File: src/rtl/riscv_pkg.sv
// Shared integer-pipeline definitions used by the writeback stage and register file.
package riscv_pkg;

  localparam int XLEN       = 64;
  localparam int REG_ADDR_W = 5;
  localparam int NREGS      = 32;

  localparam logic [REG_ADDR_W-1:0] REG_ZERO = 5'd0;

  // Same bit layout as the WB field of the MEM/WB register: bit 1 = Reg_Write, bit 0 = Mem_to_Reg.
  typedef struct packed {
    logic reg_write;
    logic mem_to_reg;
  } wb_ctrl_t;

endpackage

File: src/rtl/reg_file.sv
// Integer register file: synchronous clear, one write port, two asynchronous read ports.
// Build with WB_BYPASS_EN to forward the in-flight write to same-cycle reads.
module reg_file #(
  parameter int DATA_W = 64,
  parameter int DEPTH  = 32,
  parameter int ADDR_W = 5
) (
  input  logic              clk,
  input  logic              reset,
  input  logic              we_i,
  input  logic [ADDR_W-1:0] waddr_i,
  input  logic [DATA_W-1:0] wdata_i,
  input  logic [ADDR_W-1:0] raddr1_i,
  input  logic [ADDR_W-1:0] raddr2_i,
  output logic [DATA_W-1:0] rdata1_o,
  output logic [DATA_W-1:0] rdata2_o
);

  logic [DATA_W-1:0] regs_q [DEPTH];

  always_ff @(posedge clk) begin
    if (reset) begin
      for (int i = 0; i < DEPTH; i++) regs_q[i] <= '0;
    end else if (we_i && (waddr_i != '0)) begin
      regs_q[waddr_i] <= wdata_i;
    end
  end

  // x0 is hardwired to zero on the read side regardless of what storage holds.
  always_comb begin
    rdata1_o = '0;
    rdata2_o = '0;
    if (raddr1_i != '0) rdata1_o = regs_q[raddr1_i];
    if (raddr2_i != '0) rdata2_o = regs_q[raddr2_i];
`ifdef WB_BYPASS_EN
    if (!reset && we_i && (raddr1_i != '0) && (raddr1_i == waddr_i)) rdata1_o = wdata_i;
    if (!reset && we_i && (raddr2_i != '0) && (raddr2_i == waddr_i)) rdata2_o = wdata_i;
`endif
  end

endmodule

File: src/rtl/wb_stage.sv
// Writeback stage: selects load vs ALU result, commits to the register file, counts commits.
// Optional WB_BYPASS_EN enables write-through from the writeback value to the decode read ports.
module wb_stage #(
  parameter int XLEN  = riscv_pkg::XLEN,
  parameter int NREGS = riscv_pkg::NREGS,
  parameter int AW    = riscv_pkg::REG_ADDR_W,
  parameter int CNT_W = 32
) (
  input  logic             clk,
  input  logic             reset,
  input  logic             Mem_to_Reg,
  input  logic             Reg_Write,
  input  logic [XLEN-1:0]  Read_Data,
  input  logic [XLEN-1:0]  Mem_Address,
  input  logic [AW-1:0]    rd,
  input  logic [AW-1:0]    rs1,
  input  logic [AW-1:0]    rs2,
  output logic [XLEN-1:0]  Read_Data1,
  output logic [XLEN-1:0]  Read_Data2,
  output logic [XLEN-1:0]  Write_Data_out,
  output logic             Write_En_out,
  output logic [CNT_W-1:0] Wb_Count
);
  import riscv_pkg::*;

  wb_ctrl_t         ctrl;
  logic [CNT_W-1:0] cnt_q, cnt_d;

  assign ctrl           = '{reg_write: Reg_Write, mem_to_reg: Mem_to_Reg};
  assign Write_Data_out = ctrl.mem_to_reg ? Read_Data : Mem_Address;
  assign Write_En_out   = ctrl.reg_write && (rd != '0) && !reset;

  always_comb begin
    cnt_d = cnt_q;
    if (Write_En_out) cnt_d = cnt_q + CNT_W'(1);
  end

  always_ff @(posedge clk) begin
    if (reset) cnt_q <= '0;
    else       cnt_q <= cnt_d;
  end

  assign Wb_Count = cnt_q;

  // An unknown write enable outside reset would scribble X into storage.
  always_ff @(posedge clk) begin
    if (!reset) assert (!$isunknown(Reg_Write));
  end

  reg_file #(
    .DATA_W (XLEN),
    .DEPTH  (NREGS),
    .ADDR_W (AW)
  ) u_reg_file (
    .clk      (clk),
    .reset    (reset),
    .we_i     (Write_En_out),
    .waddr_i  (rd),
    .wdata_i  (Write_Data_out),
    .raddr1_i (rs1),
    .raddr2_i (rs2),
    .rdata1_o (Read_Data1),
    .rdata2_o (Read_Data2)
  );

endmodule

File: config.mk
export PLATFORM = sky130hd
export DESIGN_NAME = wb_stage
export DESIGN_NICKNAME = d
export VERILOG_FILES = /design/src/rtl/riscv_pkg.sv /design/src/rtl/reg_file.sv /design/src/rtl/wb_stage.sv
export SDC_FILE = /design/constraint.sdc
export NUM_CORES = 2
export LEC_CHECK = 0
export ABC_CLOCK_PERIOD_IN_PS = 3450
export CAP_MARGIN = 0
export CORE_MARGIN = 5
export CORE_UTILIZATION = 30
export DETAILED_ROUTE_END_ITERATION = 16
export GPL_TIMING_DRIVEN = 0
export SYNTH_ARGS = -nofsm -noshare
export SYNTH_HDL_FRONTEND = slang
export SYNTH_HIERARCHICAL = 1
export SYNTH_SLANG_ARGS = --single-unit
export TNS_END_PERCENT = 100
File: constraint.sdc
create_clock -name clk -period 3.45 [get_ports clk]
set_input_delay 0.5175 -clock clk [delete_from_list [all_inputs] [get_ports clk]]
set_output_delay 0.5175 -clock clk [all_outputs]
set_load 0.05 [all_outputs]
==> impl_results.md <==
- #FFs+latches synth: 2080
- Die area: 380700 sq um
- CP endpoint: Read_Data2[1]
- Cell family with most CP delay: buffers and inverters
- Global-route wire length before repair: 718.4 mm
- Row cnt: 223
- Hold Vio Cnt, Final: 0
- Critical Path Sink Type: output pin
- P per Cell Area: 490.8 nW/um^2
- Drt wl/cell: 41.83 um
- Avg Cell Area, Syn: 15.12 sq um
- Clock Path Buffers: 4
- Crit path cell chain: buf_6 -> buf_12 -> buf_12 -> buf_12 -> mux4_2 -> mux2i_4 -> o221ai_4 -> buf_6
- Place WS: -3.768 ns
- Critical path fanouts, max: 10
- GRT Resource Usage Total: 27.99%
- Placed instance area: 121900 sq um
- Via-to-Cell Ratio: 6.149
- Number of buffer and inverter stages on the critical path: 5
- Cell count of the worst reg-to-reg path: 6
- Drc violations: 0
- Worst Max-Slew Pin Slew: 1.477 ns
- Starting Density: 30.04%
- Worst flop-to-flop path endpoint: Wb_Count[22]
- Hold/Removal Path Class: in -> reg
- Worst reg-to-reg setup slack: 1.12 ns
- Final GP Congestion: 1.029
- Die height: 617.0 um
- Number of library cell types mapped by synthesis: 60
- Fraction of registers with async set/reset: 0%
- Startpoint types: input pin
- Status: finished with violations
- TritonCTS clock tree: yes
- Pin count of the biggest net entering global routing: 45
- CP dominant cell by count: buf_12
- Ranking of synthesized cells by area: edfxtp_1 (56%), mux4_2 (18%), and2_1 (11%), mux2i_1 (3.3%), clkbuf_1 (2.0%)
- RR Startpoint: Wb_Count[3]
- Max IR drop VDD: 0.4548 mV
- Critical Path Source: rs2[1]
- Slew Limit Fails: 0
- Total Wirelength: 555.1 mm
- Antenna violations before repair: 65
- WP data arrival: 3.14 ns
- Top-area cell type share of the netlist area: 55.63%
- Clk_skew: 0.01239 ns
- I/O pin cnt: 372
- Core area: 368000 sq um
- Yosys top cell by area: edfxtp_1
- Clock transition at path regs: 0.05 ns
- Clock latency on the worst-skew pair: 0.90 ns
- EDFF count, synth: 2048
- CP max stage delay: 0.38 ns
- Unrepaired setup endpoints after global routing: true
- Htree depth: 4
- Min cycle time layout: 3.658 ns
- Global route overflow: 0
- Leak: 47.17 nW
- Proportion of layout cells with a drive suffix above 1: 31.23%
- Root buf cell: clkbuf_16
- Mapped Cells: 7311
- Max-cap viol count: 0
- Vias: 81595
- Period utilisation layout: 106.0%
- Worst path slowest cell: o221ai_4
- Sink Count: 2080
- Post-route cell area: 137900 sq um
- Max Freq: 0.2734 GHz
- Vias in the first global route: 78200
- Slew headroom: 1.543%
- First-pass DRT Iterations: 9
- Die Wd: 617.0 um
- Port bufs: 365
- CTS buffer count: 227
- CP required: 2.93 ns
- Sequential area share after synthesis: 56.21%
- Syn-to-layout area delta: 24.72%
- Post-cts hold buffer count: 0
- DP HPWL: 384.6 mm
- DR iter-0 viols: 14042
- Antenna viol nets, final: 0
- Failing checks: setup timing
- Primary FF master, synth: edfxtp_1
- Final worst slack: -0.2082 ns
- Mapped Area: 110500 sq um
- Final nets: 8367
- Final Setup Violations: 355
- WS Path Type: in -> out
- Crit. path cell count: 8
- Ys Warns: 6
-- stage by stage --
stage	std cells	hold WS (ns)	setup TNS, ns	utilization (%)	power, W
after floorplan	7374	0.6862	-0.3352	-	0.03562
after global placement	12576	0.4996	-8998.37	32.77	0.04056
after detailed placement	12631	0.4889	-6644.50	33.13	0.04088
after CTS	13164	0.4213	-3.076	36.78	0.06652
after global routing	13242	0.4184	-2.827	37.44	0.06867
final	13269	0.4246	-17.44	37.46	0.06767
-- registers in the layout, indices dropped and copies added (netlist names) --
name,cells
u_reg_file/regs_q,2048
Wb_Count,32
-- metal layers --
metal / track usage, % / vias to the layer above / share of wire, %
met5: 0.1768 / - / 0.099
met4: 24.14 / 26 / 11
met3: 12.06 / 1923 / 15
met2: 40.49 / 7563 / 42
met1: 31.61 / 41998 / 32
li1: - / 30085 / -
-- cell type report --
cell class | count | area, sq um
repair buffers | 602 | 7266
clock inverters | 137 | 1390
well taps | 4837 | 6052
plain buffers | 795 | 6302
inverters | 12 | 52.55
flip-flops and latches | 2080 | 62140
diodes | 31 | 77.57
multi-input cells | 4501 | 48670
fillers | 34186 | 230200
clock buffers | 274 | 5921
-- cell families (layout without fill, tap and decap cells) --
kind of cell / count (synthesis) / after routing / share of synthesized area, %
fa+ha+maj: 1 / 1 / 0.01132
other cells: 1 / 95 / 0.003392
compound gates: 552 / 552 / 3.738
flops: 2080 / 2080 / 56.21
xor+xnor: 26 / 26 / 0.2060
simple gates: 2381 / 2403 / 13.00
buf+inv: 815 / 1820 / 3.188
mux: 1455 / 1455 / 23.64
-- power breakdown --
group / internal, W / switching (W)
combinational: 0.00462 / 0.00832
clock: 0.0142 / 0.0107
sequential: 0.0291 / 0.000708
total: 0.0479 / 0.0198
-- how the worst min path moves through the flow --
| stage | start | endpoint | slack (ns) | cells past startpoint |
|---|---|---|---|---|
| after floorplan | Wb_Count[1] | Wb_Count[1] | 0.69 | 2 |
| after global placement | Wb_Count[1] | Wb_Count[1] | 0.50 | 2 |
| after detailed placement | Wb_Count[1] | Wb_Count[1] | 0.49 | 2 |
| after CTS | Read_Data[16] | u_reg_file/regs_q[2][16] | 0.42 | 3 |
| after global routing | reset | Wb_Count[27] | 0.42 | 3 |
| final | reset | Wb_Count[27] | 0.42 | 3 |
-- placed cells by master (no fill, tap or decap), types with 79 or more instances in the layout --
cell	count
mux2_2	180
edfxtp_1	2048
clkbuf_2	84
mux2i_1	257
buf_12	109
clkbuf_1	437
mux4_2	906
clkbuf_16	245
buf_6	150
nor2_1	79
nand2_1	94
and2_1	1988
buf_4	148
clkdlybuf4s50_1	225
-- tightest hold or removal path, cell delays in order --
cell and delay, ns:
clkbuf_2 0.34, inv_1 0.27, and2_1 0.15
-- synthesized netlist by cell type (39+ instances only) --
library cell	n
buf_2	103
nor2_1	87
a21o_1	43
nand2_1	123
mux2_2	186
clkbuf_1	596
edfxtp_1	2048
and2_1	1989
o22ai_1	100
a22oi_1	74
buf_1	39
a21oi_1	53
o221ai_1	54
a221oi_1	58
mux2i_1	363
mux4_2	906
-- repair_timing --
action / 4_1_cts / 5_1_grt
setup buffers: 101 / 67
pin swaps: 74 / 88
cloned: 29 / 10
gates resized for setup: 2078 / 386
setup endpoints to repair: 3775 / 1261
Note: power is estimated with default switching activity, not from simulation.
